===== config.mk =====
export PLATFORM = sky130hd
export DESIGN_NAME = alu_cmd_sequencer
export DESIGN_NICKNAME = d
export VERILOG_FILES = /design/src/rtl/alu_cmd_sequencer.sv
export SDC_FILE = /design/constraint.sdc
export NUM_CORES = 1
export LEC_CHECK = 0
export BUFFER_PORTS_ARGS = -buffer_cell sky130_fd_sc_hd__clkbuf_2
export CAP_MARGIN = 0
export CORE_AREA = 3 3 56 58
export DETAILED_ROUTE_END_ITERATION = 10
export DIE_AREA = 0 0 59 61
export PLACE_DENSITY = 0.81
export RECOVER_POWER = 25
export SLEW_MARGIN = 20
export SYNTH_ARGS = -nofsm -noshare
export SYNTH_HDL_FRONTEND = slang
export SYNTH_SLANG_ARGS = --single-unit

===== constraint.sdc =====
create_clock -name CLK -period 3.25 [get_ports CLK]
set_input_delay 0 -clock CLK [delete_from_list [all_inputs] [get_ports CLK]]
set_output_delay 0 -clock CLK [all_outputs]
set_load 0.01 [all_outputs]

===== src/rtl/alu_cmd_sequencer.sv =====
// Command sequencer for the ALU execution units: issues one command, holds the
// selected unit enable for UNIT_LAT cycles, captures the result and returns it.
module alu_cmd_sequencer #(
    parameter int WIDTH    = 4,
    parameter int UNIT_LAT = 1
) (
    input  logic                 CLK,
    input  logic                 RST,
    input  logic                 cmd_valid,
    output logic                 cmd_ready,
    input  logic [3:0]           cmd_fun,
    input  logic [WIDTH-1:0]     cmd_a,
    input  logic [WIDTH-1:0]     cmd_b,
    output logic [WIDTH-1:0]     A,
    output logic [WIDTH-1:0]     B,
    output logic [1:0]           ALU_FUN,
    output logic                 Arith_Enable,
    output logic                 Logic_Enable,
    output logic                 CMP_Enable,
    output logic                 Shift_Enable,
    input  logic [2*WIDTH-1:0]   Arith_OUT,
    input  logic [WIDTH-1:0]     Logic_OUT,
    input  logic [WIDTH-1:0]     CMP_OUT,
    input  logic [WIDTH-1:0]     Shift_OUT,
    input  logic                 Arith_Flag,
    input  logic                 Logic_Flag,
    input  logic                 CMP_Flag,
    input  logic                 Shift_Flag,
    output logic                 rsp_valid,
    input  logic                 rsp_ready,
    output logic [2*WIDTH-1:0]   rsp_data,
    output logic                 rsp_err
);

    localparam int CW = (UNIT_LAT > 1) ? $clog2(UNIT_LAT) : 1;
    localparam logic [CW-1:0] LAST = CW'(UNIT_LAT - 1);

    typedef enum logic [1:0] {
        IDLE    = 2'd0,
        EXEC    = 2'd1,
        CAPTURE = 2'd2,
        RESP    = 2'd3
    } state_t;

    state_t              state;
    state_t              state_next;
    logic [CW-1:0]       count;
    logic [3:0]          fun_q;
    logic [WIDTH-1:0]    a_q;
    logic [WIDTH-1:0]    b_q;
    logic                err;
    logic [2*WIDTH-1:0]  sel_out;
    logic                sel_flag;

    // Result and flag of the unit addressed by the latched command.
    always_comb begin
        sel_out  = '0;
        sel_flag = 1'b0;
        case (fun_q[3:2])
            2'b00: begin
                sel_out  = Arith_OUT;
                sel_flag = Arith_Flag;
            end
            2'b01: begin
                sel_out  = {{WIDTH{1'b0}}, Logic_OUT};
                sel_flag = Logic_Flag;
            end
            2'b10: begin
                sel_out  = {{WIDTH{1'b0}}, CMP_OUT};
                sel_flag = CMP_Flag;
            end
            default: begin
                sel_out  = {{WIDTH{1'b0}}, Shift_OUT};
                sel_flag = Shift_Flag;
            end
        endcase
    end

    always_ff @(posedge CLK) begin
        if (!RST) begin
            state    <= IDLE;
            count    <= '0;
            fun_q    <= '0;
            a_q      <= '0;
            b_q      <= '0;
            err      <= 1'b0;
            rsp_data <= '0;
            rsp_err  <= 1'b0;
        end else begin
            state <= state_next;
            case (state)
                IDLE: begin
                    if (cmd_valid) begin
                        fun_q <= cmd_fun;
                        a_q   <= cmd_a;
                        b_q   <= cmd_b;
                        count <= '0;
                        err   <= 1'b0;
                    end
                end
                EXEC: begin
                    err <= err | ~sel_flag;
                    if (count != LAST) begin
                        count <= count + 1'b1;
                    end
                end
                CAPTURE: begin
                    rsp_data <= sel_out;
                    rsp_err  <= err;
                end
                RESP: begin
                    // Clear everything on completion so IDLE drives zeros to the units.
                    if (rsp_ready) begin
                        err      <= 1'b0;
                        rsp_data <= '0;
                        rsp_err  <= 1'b0;
                        fun_q    <= '0;
                        a_q      <= '0;
                        b_q      <= '0;
                    end
                end
                default: begin
                    err <= err;
                end
            endcase
        end
    end

    always_comb begin
        state_next   = state;
        cmd_ready    = 1'b0;
        rsp_valid    = 1'b0;
        A            = '0;
        B            = '0;
        ALU_FUN      = 2'b00;
        Arith_Enable = 1'b0;
        Logic_Enable = 1'b0;
        CMP_Enable   = 1'b0;
        Shift_Enable = 1'b0;
        case (state)
            IDLE: begin
                cmd_ready = 1'b1;
                if (cmd_valid) begin
                    state_next = EXEC;
                end
            end
            EXEC: begin
                A       = a_q;
                B       = b_q;
                ALU_FUN = fun_q[1:0];
                case (fun_q[3:2])
                    2'b00:   Arith_Enable = 1'b1;
                    2'b01:   Logic_Enable = 1'b1;
                    2'b10:   CMP_Enable   = 1'b1;
                    default: Shift_Enable = 1'b1;
                endcase
                if (count == LAST) begin
                    state_next = CAPTURE;
                end
            end
            CAPTURE: begin
                A          = a_q;
                B          = b_q;
                ALU_FUN    = fun_q[1:0];
                state_next = RESP;
            end
            RESP: begin
                A         = a_q;
                B         = b_q;
                ALU_FUN   = fun_q[1:0];
                rsp_valid = 1'b1;
                if (rsp_ready) begin
                    state_next = IDLE;
                end
            end
            default: begin
                state_next = IDLE;
            end
        endcase
    end

endmodule


==> metrics.yaml <==
grt_util_all_layers: 0.217
routed-via-count: 1333
power_leakage_nw: 0.780
total_power_mw: 1.17
timing.setup.tns_ps: 0
grt_start_max_net_pins: 27
min_delay_path_depth: 3
synth_cells: 132
async_reset_ff_frac: 0
cts_sinks: 24
port-buffer-count: 64
wl_per_cell_um: 15.9
die_w_um: 59
dr.first_iter.drc_count: 55
power_frac_seq: 0.362
yosysSeqAreaShare: 0.380
required_ps: 3470
timing.final.setup_violations: 0
syn-num-nets: 176
worst-setup-path-type: "reg -> reg"
detail_route.wirelength_mm: 3.77
placementRows: 19
start_util: 0.466
final_weighted_congestion_of_routability_driven_global_placement: 0.747
preCtsSetupSlack_ps: 1050
power_report.internal_total_uw: 675
rel_slew_slack: 0.413
grt_setup_unrepaired: "false"
first_pass_grt_wire_length_mm: 5.84
worst_slew_pin_slew_ps: 880
clock_power_share: 0.136
antennaDiodeCount: 0
drive_gt1_frac: 0.311
irDropWorstVdd_mv: 0.501
clock_latency_reported_for_the_late_side_of_the_worst_skew_pair_ps: 320
syn_avg_cell_area_um2: 9.57
min_period_ps: 2330
power_switching_share: 0.424
type_of_element_capturing_the_critical_path: "flip-flop"
max_cap_violation_count: 0
yosysWarningCount: 0
hpwlAfterDp_mm: 2.51
final_hold_viol_count: 0
grt-ovfl-total: 0
synth_enable_flop_cells: 0
reg2reg_depth: 6
floorplan.die.height_um: 61
yosys_register_bits: 24
pin_count: 65
final_max_slew_viol_count: 0
fin_area_um2: 1770
cts_inserted_buffers: 3
via_count_of_the_first_global_routing_pass: 1286
postPlaceCellArea_um2: 1580
path_clk_slew_ps: 130
run_status: "finished clean"
detail_route.drc_violations: 0
final_nets: 251
switchingPower_uw: 497
antenna_violations_before_repair: 0
clock_tree.htree_level_count: 1
p_per_area_nw_per_um2: 661
clock-root-buffer: "sky130_fd_sc_hd__clkbuf_4"
worst_ep_arrival_time_ps: 2550
combinationalPowerShare: 0.501
floorplan_core_area_um2: 2710
cts_tree: "done"
ys_types: 25
worstHoldPathType: "in -> reg"
detail-route-antenna-nets: 0
syn_to_final_growth_pct: 40.4
post_synth_instance_area_um2: 1260
die_area_um2: 3600
path_max_fanout: 26
worst_slack_ps: 918
routed_via_density: 5.62
dr_pass1_iterations: 6
synth-main-ff-cell: "sky130_fd_sc_hd__dfxtp_1"
critical_path.startpoint_type: "flip-flop"
top_achievable_clock_speed_mhz: 429
cts-root-to-sink-buffers: 2
fin_worst_skew_ps: 6.16
final_min_period_over_clock_period: 0.718
cts_repair_resize_count: 0
stage by stage:
step / hold WS [ps] / cells / util
after CTS: 113 / 237 / 0.660
after global routing: 130 / 237 / 0.655
after floorplan: 131 / 132 / -
after detailed placement: 270 / 216 / 0.584
final: 128 / 237 / 0.655
after global placement: 253 / 216 / 0.584
flip-flops by register name (all words and copies together), names as in the netlist:
name / cells
rsp_data: 8
a_q: 4
b_q: 4
fun_q: 4
state: 2
err: 1
rsp_err: 1
routing by layer:
metal / wire length, um / GRT usage
met1: 1510 / 0.249
met2: 2020 / 0.410
met3: 206 / 0.0340
met4: 31 / 0.0680
met5: 0 / 0
worst max-delay path: stages, from the launching register on:
cell and delay, ps:
sky130_fd_sc_hd__dfxtp_1 360, sky130_fd_sc_hd__inv_1 110, sky130_fd_sc_hd__ha_1 750, sky130_fd_sc_hd__nor2b_1 520
sky130_fd_sc_hd__buf_4 270, sky130_fd_sc_hd__o21ai_0 100, sky130_fd_sc_hd__o311a_1 130
cell families (layout without fill, tap and decap cells):
kind of cell	Yosys count	in the layout	share of synthesized area
and+or+nand+nor	44	44	0.231
muxes	6	6	0.0970
DFF	24	24	0.380
adders and majority gates	4	4	0.0396
AOI/OAI and AO/OA	38	38	0.200
buffers and inverters	16	90	0.0525
power groups by stage:
| stage | combinational [mW] | sequential (mW) | clock, mW |
|---|---|---|---|
| floorplan | 0.423 | 0.412 | 0 |
| global placement | 0.540 | 0.424 | 0 |
| detailed placement | 0.562 | 0.430 | 0 |
| CTS | 0.584 | 0.423 | 0.165 |
| global route | 0.646 | 0.435 | 0.177 |
| finish | 0.587 | 0.425 | 0.160 |
final cells by class:
class | count | area, um2
fillers | 221 | 936
well taps | 31 | 38.8
inverters | 3 | 11.3
repair buffers | 83 | 490
multi-input cells | 92 | 717
clock buffers | 4 | 36.3
flip-flops and latches | 24 | 480
worst paths after layout:
path / startpoint / to / slack, ps
worst max-delay path: state[0]$_SDFFE_PN0P_ / state[0]$_SDFFE_PN0P_ / 920
worst min-delay path: cmd_valid / a_q[0]$_SDFFE_PN0P_ / 130
worst max register to register: state[0]$_SDFFE_PN0P_ / state[0]$_SDFFE_PN0P_ / 920
worst min register to register: b_q[2]$_SDFFE_PN0P_ / b_q[2]$_SDFFE_PN0P_ / 480
cells in the final DEF (no fill, tap or decap), drive strengths merged:
master       Yosys  layout
dlygate4sd3      0      17
a22oi            9       9
nor2            11      11
nand4b          12      12
o311a            1       1
and3b            1       1
o211a            1       1
a21oi           13      13
o31ai           12      12
mux2i            1       1
o21ai            2       2
dfxtp           24      24
and3             1       1
nor4b            1       1
inv              3       3
ha               4       4
nand2            1       1
nor2b           13      13
nor4             1       1
clkbuf           8      68
or3b             1       1
buf              5       2
nor3b            1       1
mux4             5       5
or4              1       1
repair_timing:
item | 4_1_cts | 5_1_grt
setup buffers | 0 | 0
setup endpoints to repair | 0 | 0
hold buffers | 17 | 0
endpoints found under the hold margin | 18 | 0
cell usage after synthesis, types with 3 or more instances:
cell type	n	area share
sky130_fd_sc_hd__a21oi_1	13	0.051
sky130_fd_sc_hd__a22oi_1	9	0.053
sky130_fd_sc_hd__buf_2	5	0.020
sky130_fd_sc_hd__clkbuf_1	8	0.024
sky130_fd_sc_hd__dfxtp_1	24	0.38
sky130_fd_sc_hd__ha_1	4	0.040
sky130_fd_sc_hd__inv_1	3	0.0089
sky130_fd_sc_hd__mux4_2	5	0.089
sky130_fd_sc_hd__nand4b_1	12	0.083
sky130_fd_sc_hd__nor2_1	11	0.033
sky130_fd_sc_hd__nor2b_1	13	0.064
sky130_fd_sc_hd__o31ai_1	12	0.071
No activity file was read; power rests on OpenSTA's default activity.
